`src/rtl/lin_recur_seq_gen.sv`:
```
// lin_recur_seq_gen: streaming source for a linear recurrence a[n] = sum tap[k]*a[n-1-k].
// Starts from the impulse a[-1]=1, a[-2..-Order]=0 and emits len terms over valid/ready.
// Built-in modes: Fibonacci, Tribonacci, Padovan, or a runtime custom tap mask.
// Arithmetic wraps modulo 2^DataBus, and a sticky flag reports any wrap since the last start.
module lin_recur_seq_gen #(
  parameter int DataBus = 32,
  parameter int Order   = 4,
  parameter int CntW    = 16
) (
  input  logic               clk_w,
  input  logic               reset_n_w,
  input  logic               start_w,
  input  logic               abort_w,
  input  logic [1:0]         mode_w,
  input  logic [Order-1:0]   tap_mask_w,
  input  logic [CntW-1:0]    len_w,
  input  logic               ready_i_w,
  output logic [DataBus-1:0] seq_o_w,
  output logic               valid_o_w,
  output logic [CntW-1:0]    idx_o_w,
  output logic               busy_o_w,
  output logic               done_o_w,
  output logic               ovf_o_w
);

  // Wide enough to hold the sum of Order terms without losing the carry bits.
  localparam int SumW = DataBus + $clog2(Order);

  localparam logic [1:0] IDLE = 2'd0;
  localparam logic [1:0] RUN  = 2'd1;
  localparam logic [1:0] DONE = 2'd2;

  logic [1:0]                    state_r;
  logic [Order-1:0][DataBus-1:0] hist_r;      // hist_r[k] = a[idx-1-k]
  logic [Order-1:0]              mask_r;
  logic [CntW-1:0]               len_r;
  logic [DataBus-1:0]            seq_r;
  logic [CntW-1:0]               idx_r;
  logic                          valid_r;
  logic                          done_r;
  logic                          ovf_r;

  logic [Order-1:0][DataBus-1:0] hist_shift_s;
  logic [Order-1:0][DataBus-1:0] hist_init_s;
  logic [Order-1:0]              start_mask_s;
  logic [SumW-1:0]               sum_shift_s;
  logic [SumW-1:0]               sum_init_s;
  logic                          xfer_s;
  logic                          last_s;
  logic                          wrap_s;

  // Tap mask selected by the mode field; bit k weights a[n-1-k].
  function automatic logic [Order-1:0] mode_mask(input logic [1:0] mode,
                                                 input logic [Order-1:0] custom);
    logic [Order-1:0] m;
    m = '0;
    case (mode)
      2'b00:   m[1:0] = 2'b11;
      2'b01:   m[2:0] = 3'b111;
      2'b10:   m[2:1] = 2'b11;
      2'b11:   m      = custom;
      default: m      = '0;
    endcase
    return m;
  endfunction

  // Sum of the history entries selected by the mask, carried out at full width.
  function automatic logic [SumW-1:0] masked_sum(input logic [Order-1:0][DataBus-1:0] h,
                                                 input logic [Order-1:0] m);
    logic [SumW-1:0] acc;
    acc = '0;
    for (int k = 0; k < Order; k++) begin
      if (m[k]) begin
        acc = acc + SumW'(h[k]);
      end else begin
        acc = acc;
      end
    end
    return acc;
  endfunction

  // Next-term datapath: the shifted history and its sum, plus the impulse start history.
  always_comb begin
    hist_shift_s    = '0;
    hist_shift_s[0] = seq_r;
    for (int k = 1; k < Order; k++) begin
      hist_shift_s[k] = hist_r[k-1];
    end
    hist_init_s    = '0;
    hist_init_s[0] = DataBus'(1);
    start_mask_s   = mode_mask(mode_w, tap_mask_w);
    sum_init_s     = masked_sum(hist_init_s, start_mask_s);
    sum_shift_s    = masked_sum(hist_shift_s, mask_r);
    wrap_s         = (sum_shift_s[SumW-1:DataBus] != '0);
    xfer_s         = valid_r && ready_i_w;
    last_s         = (idx_r == (len_r - CntW'(1)));
  end

  // Control FSM and the output/history registers.
  always_ff @(posedge clk_w or negedge reset_n_w) begin
    if (!reset_n_w) begin
      state_r <= IDLE;
      hist_r  <= '0;
      mask_r  <= '0;
      len_r   <= '0;
      seq_r   <= '0;
      idx_r   <= '0;
      valid_r <= 1'b0;
      done_r  <= 1'b0;
      ovf_r   <= 1'b0;
    end else begin
      case (state_r)
        IDLE: begin
          done_r <= 1'b0;
          if (start_w) begin
            mask_r <= start_mask_s;
            len_r  <= len_w;
            ovf_r  <= 1'b0;
            hist_r <= hist_init_s;
            idx_r  <= '0;
            if (len_w != '0) begin
              state_r <= RUN;
              seq_r   <= sum_init_s[DataBus-1:0];
              valid_r <= 1'b1;
            end else begin
              state_r <= DONE;
              valid_r <= 1'b0;
              done_r  <= 1'b1;
            end
          end else begin
            state_r <= IDLE;
          end
        end
        RUN: begin
          // Abort wins over a transfer happening in the same cycle.
          if (abort_w) begin
            state_r <= IDLE;
            valid_r <= 1'b0;
            idx_r   <= '0;
          end else if (xfer_s) begin
            if (last_s) begin
              valid_r <= 1'b0;
              done_r  <= 1'b1;
              state_r <= DONE;
            end else begin
              hist_r <= hist_shift_s;
              seq_r  <= sum_shift_s[DataBus-1:0];
              idx_r  <= idx_r + CntW'(1);
              ovf_r  <= ovf_r | wrap_s;
            end
          end else begin
            state_r <= RUN;
          end
        end
        DONE: begin
          done_r  <= 1'b0;
          state_r <= IDLE;
        end
        default: begin
          state_r <= IDLE;
          valid_r <= 1'b0;
          done_r  <= 1'b0;
        end
      endcase
    end
  end

  assign seq_o_w   = seq_r;
  assign valid_o_w = valid_r;
  assign idx_o_w   = idx_r;
  assign busy_o_w  = (state_r != IDLE);
  assign done_o_w  = done_r;
  assign ovf_o_w   = ovf_r;

endmodule

```
`config.mk`:
```
export PLATFORM = sky130hd
export DESIGN_NAME = lin_recur_seq_gen
export DESIGN_NICKNAME = d
export VERILOG_FILES = /design/src/rtl/lin_recur_seq_gen.sv
export SDC_FILE = /design/constraint.sdc
export NUM_CORES = 1
export LEC_CHECK = 0
export CORE_UTILIZATION = 45
export CTS_CLUSTER_DIAMETER = 150
export DETAILED_ROUTE_END_ITERATION = 16
export SLEW_MARGIN = 20
export SYNTH_ARGS = -nofsm -noshare
export SYNTH_HDL_FRONTEND = slang
export SYNTH_SLANG_ARGS = --single-unit
export TNS_END_PERCENT = 30
```
`constraint.sdc`:
```
create_clock -name clk_w -period 15.7 [get_ports clk_w]
set_input_delay 1.57 -clock clk_w [delete_from_list [all_inputs] [get_ports clk_w]]
set_output_delay 1.57 -clock clk_w [all_outputs]
set_load 0.05 [all_outputs]
```
== After elaboration in Yosys (flattened, before gate mapping) ==
Index checks and enable logic that the tools add are counted.

* Add/sub/neg operators: 5
* Bitwise logic cells: 2
* Multipliers: 0
* Equality and inequality tests: 16
* Shifts and indexed selects: 0
* Multiplexer cells: 48
* Reductions and logical operators: 16
* Div/mod/pow operators: 0
* Order comparisons: 0

{| class="wikitable"
|+ Operators with widths
! operator !! number
|-
| two-way mux 96 bit || 4
|-
| two-way mux 32 bit || 6
|-
| case mux 96 bit (2 select lines) || 1
|-
| adder 34 x 32 -> 34 bit || 3
|-
| two-way mux 34 bit || 3
|-
| two-way mux 16 bit || 4
|-
| case mux 32 bit (2 select lines) || 1
|-
| case mux 16 bit (2 select lines) || 1
|-
| adder 16 x 1 -> 16 bit, second input constant || 1
|-
| equality test 16 bit || 1
|-
| two-way mux 1 bit || 16
|-
| nonzero test 16 bit || 1
|-
| subtractor 16 x 1 -> 16 bit, second input constant || 1
|-
| inequality test 2 bit, second input constant || 6
|-
| two-way mux 2 bit || 5
|-
| case mux 1 bit (2 select lines) || 5
|-
| inequality test 3 bit, second input constant || 3
|-
| AND reduction 4 bit || 2
|-
| equality test 2 bit, second input constant || 3
|-
| AND reduction 6 bit || 1
|-
| nonzero test 2 bit || 3
|-
| AND reduction 5 bit || 1
|-
| equality test 2 x 1 -> 1 bit, second input constant || 2
|-
| logical NOT 2 bit || 2
|-
| other kinds (10) || 11
|}

* Input port bits: 27
* Word-level logic and storage cells: 98
* Memories: 0
* Output and inout port bits: 52
* Memory bits (writable): 0
* Bits in latches: 0
* ROM bits: 0
* Register bits after elaboration: 169

== Logic depth before layout (Yosys ltp) ==
* Depth in word-level cells: 13
* Mapped depth: 40
* Mapped depth without buffers: 35

== Least setup slack after synthesis ==
OpenSTA, ideal clock, no wires.

* Path kind: flip-flop to flip-flop
* From: reg mask_r[0]
* To: reg ovf_r, in the netlist ovf_o_w
* Period minus slack after synthesis: 8.265 ns
* Path buffers: 4
* Cell stages (with the launch flop): 38
* Arrival: 8.136 ns
* Path slack: 7.435 ns
* Library setup time: 0.129 ns
* Data required time: 15.571 ns
* Path through: dfrtp_1 > buf_2 > buf_2 > clkbuf_1 > clkbuf_1 > and2_1 > ha_1 > fa_1 > maj3_1 > nor2b_1 > o31a_1 > o21ai_1 > nand2_1 > maj3_1 > nor2b_1 > or3_1 > a31o_2 > ha_1 > [2 not listed] > o21a_1 > nor2_1 > o21bai_1 > a21oi_1 > o21ai_0 > xnor2_1 > mux2_2 > ha_1 > a21o_1 > a21o_1 > a211oi_1 > o2111ai_1 > and2_1 > a211o_1 > or4_1 > a22o_1 > nand3_1 > o31ai_1

* Longest elaborated chain between the ends: 13

{| class="wikitable"
|+ Ends and longest elaborated chain
! element !! RTL line !! text
|-
| start: declaration || 35 || <nowiki>logic [Order-1:0] mask_r;</nowiki>
|-
| start signal: assignment || 116 || <nowiki>mask_r <= start_mask_s;</nowiki>
|-
| two-way mux 32 bit * || 73 || <nowiki>if (m[k]) begin</nowiki>
|-
| adder 34 x 32 -> 34 bit || 74 || <nowiki>acc = acc + SumW'(h[k]);</nowiki>
|-
| two-way mux 34 bit * || 73 ||
|-
| adder 34 x 32 -> 34 bit || 74 ||
|-
| two-way mux 34 bit * || 73 ||
|-
| adder 34 x 32 -> 34 bit || 74 ||
|-
| two-way mux 34 bit * || 73 ||
|-
| nonzero test 2 bit * || 94 || <nowiki>wrap_s = (sum_shift_s[SumW-1:DataBus] != '0);</nowiki>
|-
| bitwise OR 1 bit * || 149 || <nowiki>ovf_r <= ovf_r | wrap_s;</nowiki>
|-
| two-way mux 1 bit * || 141 || <nowiki>if (last_s) begin</nowiki>
|-
| two-way mux 1 bit * || 140 || <nowiki>end else if (xfer_s) begin</nowiki>
|-
| two-way mux 1 bit * || 136 || <nowiki>if (abort_w) begin</nowiki>
|-
| case mux 1 bit (2 select lines) * || 112 || <nowiki>case (state_r)</nowiki>
|-
| end signal: assignment || 149 ||
|-
| end: declaration || 41 || <nowiki>logic ovf_r;</nowiki>
|}

Every way passes the cells marked *; elsewhere a longest branch is shown, timed or not. The select of a mux whose other input is x is not followed.
A chain may end at the register's enable or synchronous reset.

== Worst setup path after layout ==
Ends and elaborated chain as after synthesis.

==> impl_metrics.tcl <==
set metrics [dict create \
    wire_length_of_the_first_global_routing_pass_um 65900 \
    yosys.cell_types.count 83 \
    power.ir.vdd_worst_mv 0.0857 \
    worstSetupPathType "reg2reg" \
    postCtsSetupBuffers 0 \
    netlist_instances 1770 \
    clock_tree_from_tritoncts "yes" \
    grt_util_all_layers_pct 26.7 \
    largest_net_degree_at_the_start_of_global_routing 121 \
    io_buffers 78 \
    worst_ep_arrival_time_ps 9950 \
    post_synth_mux_area_share_pct 2.74 \
    netlist_top_cells_area "dfrtp_1 30%, nand2_1 9.4%, ha_1 8.7%, o21ai_0 6.9%, xnor2_1 4.4%" \
    floorplan.rows 64 \
    post_synth.cell_area_avg_um2 7.91 \
    postSynth.asyncResetShare_pct 100 \
    cts.hold.buffers_added 0 \
    finalMaxSlewViolations 0 \
    routed_wl_um 41000 \
    floorplan.core_area_um2 30600 \
    n_fill_cell 2941 \
    most-common-layout-cells "352 x nand2_1, 193 x o21ai_0, 169 x dfrtp_1" \
    timing.critical_path.fanout_max 38 \
    finalHoldViolations 0 \
    finalWorstSetupSlack_ps 6100 \
    clock_sinks 169 \
    finalSetupTns_ps 0 \
    post_syn_nets 1897 \
    final_net_count 1911 \
    drv.max_cap_violation_count 0 \
    max_slew_margin_pct 26.7 \
    final-setup-viol-count 0 \
    synth-compound-area-share_pct 24.8 \
    rr_startpoint "mask_r[0]" \
    synth_flop_cell "dfrtp_1" \
    place_hpwl_um 29600 \
    cp_slowest_cell "a2111oi_0" \
    cellLeakagePower_uw 0.00714 \
    layout-area-overhead-vs-synth_pct 11.2 \
    tightestPinTransition_ps 1070 \
    timing.hold.worst.start "len_r[15]" \
    post-layout-total-power_uw 1670 \
    critical_path.startpoint "mask_r[0]" \
    clock_path_buffers 2 \
    post_cts_resized 0 \
    synth_largest_type_area_fraction_pct 30.2 \
    cell_family_with_most_cp_delay "compound AO/OA/AOI/OAI gates" \
    end_kind "flop" \
    rsz0062_at_grt "false" \
    number_of_vias_per_cell 5.86 \
    syn_area_um2 14000 \
    htreeDepth 4 \
    min_period_over_period_pct 61.1 \
    clkLatencyLatePin_ps 460 \
    outcome "complete, no violations" \
    power_density_nw_per_um2 107 \
    ys_ff_latch 169 \
    detail-route-antenna-nets 0 \
    dr.first_iter.drc_count 874 \
    grt_antenna_before_repair 0 \
    max_stage_delay_ps 690 \
    synth-edff-count 0 \
    gr-total-overflow 0 \
    die_outline_area_um2 31800 \
    timing.hold.worst.class "reg2reg" \
    first_pass_iters 5 \
    routed-via-count 12800 \
    diodes 0 \
    wl_per_cell_um 18.7 \
    yosys.area_share.adder_pct 9.54 \
    start_util_pct 45.8 \
    placement.setup.worst_slack_ps 6230 \
    synth_top_family_by_area "compound AO/OA/AOI/OAI gates" \
    grt_pass1_vias 12000 \
    cts-buffers-inserted 17 \
    ios 79 \
    route.detailed.drc 0 \
    clock-root-buffer "clkbuf_16" \
    post_synth_xor_area_fraction_pct 6.76 \
    synthesis.yosys.warnings 0 \
    die_x_um 178 \
    yosysSeqAreaShare_pct 30.2 \
    post-synth-top-area-cell "dfrtp_1" \
    period_minus_slack_ps 9600 \
    critPathLaunchType "flop" \
    clk_pin_slew_worst_setup_hold_paths_ps 70 \
    cp.required_ps 16060 \
    die_height_um 178 \
    mostFrequentLayoutCell "nand2_1" \
    final_core_utilization_pct 50.9 \
    crit_buf_inv 1 \
    routabilityCongestion 0.889 \
    maxClockFrequency_mhz 104 \
    synth_simple_gate_area_share_pct 21.5 \
    final_layout_size_suffix_gt1_share_pct 5.73 \
    finalClockSkew_ps 11.8 \
]
[final timing paths]
path / endpoint / slack (ps) / cells past startpoint
max: ovf_o_w / 6100 / 34
min: len_r[15] / 490 / 2
max reg2reg: ovf_o_w / 6100 / 34
min reg2reg: len_r[15] / 490 / 2
max in group asynchronous: hist_r[53] / 13380 / 2
min in group asynchronous: hist_r[8] / 1080 / 1
[report_power, final]
group	switching [uW]	internal [uW]	total (uW)
logic	424	225	649
registers	86.5	484	571
clock network	207	244	451
total	717	953	1670
[worst reg2reg max path, delay by kind of cell, from the launching register on]
kind	cells	cell delay (ps)
adder cells (fa/ha/maj)	6	2110
XOR/XNOR	1	130
AO/OA/AOI/OAI	16	4370
multiplexers	1	270
AND/OR/NAND/NOR	9	1560
flip-flops	1	670
buffers and inverters	1	400
[per-stage QoR]
stage                     area (um2)  hold WS (ps)  cells
after floorplan                14000           456   1770
after global placement         15000           478   2161
after detailed placement       15000           483   2161
after CTS                      15600           500   2193
after global routing           15600           517   2193
final                          15600           494   2193
[cell type report]
type | instances | area [um2] | share of cell area [%]
clock inverter | 13 | 156 | 1.00
clock buffer | 19 | 443 | 2.85
inverter | 53 | 199 | 1.28
timing repair buffer | 92 | 887 | 5.70
sequential | 169 | 4230 | 27.2
tap | 396 | 495 | 3.18
multi-input combinational | 1451 | 9160 | 58.8
[state kept, by name, indices dropped and copies added (netlist names)]
register	flops
mask_r	4
done_o_w	1
ovf_o_w	1
idx_o_w	16
state_r	2
hist_r	96
seq_o_w	32
len_r	16
valid_o_w	1
[synth_stat cells (all sizes together), types with 16 or more instances]
| cell | number |
|---|---|
| nand2 | 353 |
| o21ai | 195 |
| dfrtp | 169 |
| a21oi | 115 |
| nor2 | 102 |
| ha | 97 |
| clkbuf | 72 |
| xnor2 | 71 |
| a21o | 53 |
| inv | 53 |
| xor2 | 37 |
| and2 | 29 |
| mux2 | 27 |
| buf | 25 |
| nor3 | 24 |
| nand3 | 23 |
| nand2b | 20 |
| nand4 | 19 |
| nor2b | 19 |
| a211oi | 16 |
| and3 | 16 |
[metal layers]
metal	part of all wire [%]	vias to the layer above	track usage (%)
li1	-	6319	-
met1	47	6176	36.6
met2	46	305	42.7
met3	4.3	47	3.88
met4	2.6	0	9.07
met5	0	-	0
[cell families (layout without fill, tap and decap cells)]
logic type / count (synthesis) / in the layout
AO/OA/AOI/OAI: 541 / 541
XOR/XNOR: 108 / 108
adder cells (fa/ha/maj): 106 / 106
buffers and inverters: 150 / 177
flip-flops: 169 / 169
multiplexers: 35 / 35
AND/OR/NAND/NOR: 661 / 661
Power figures use the tool's default switching activity.
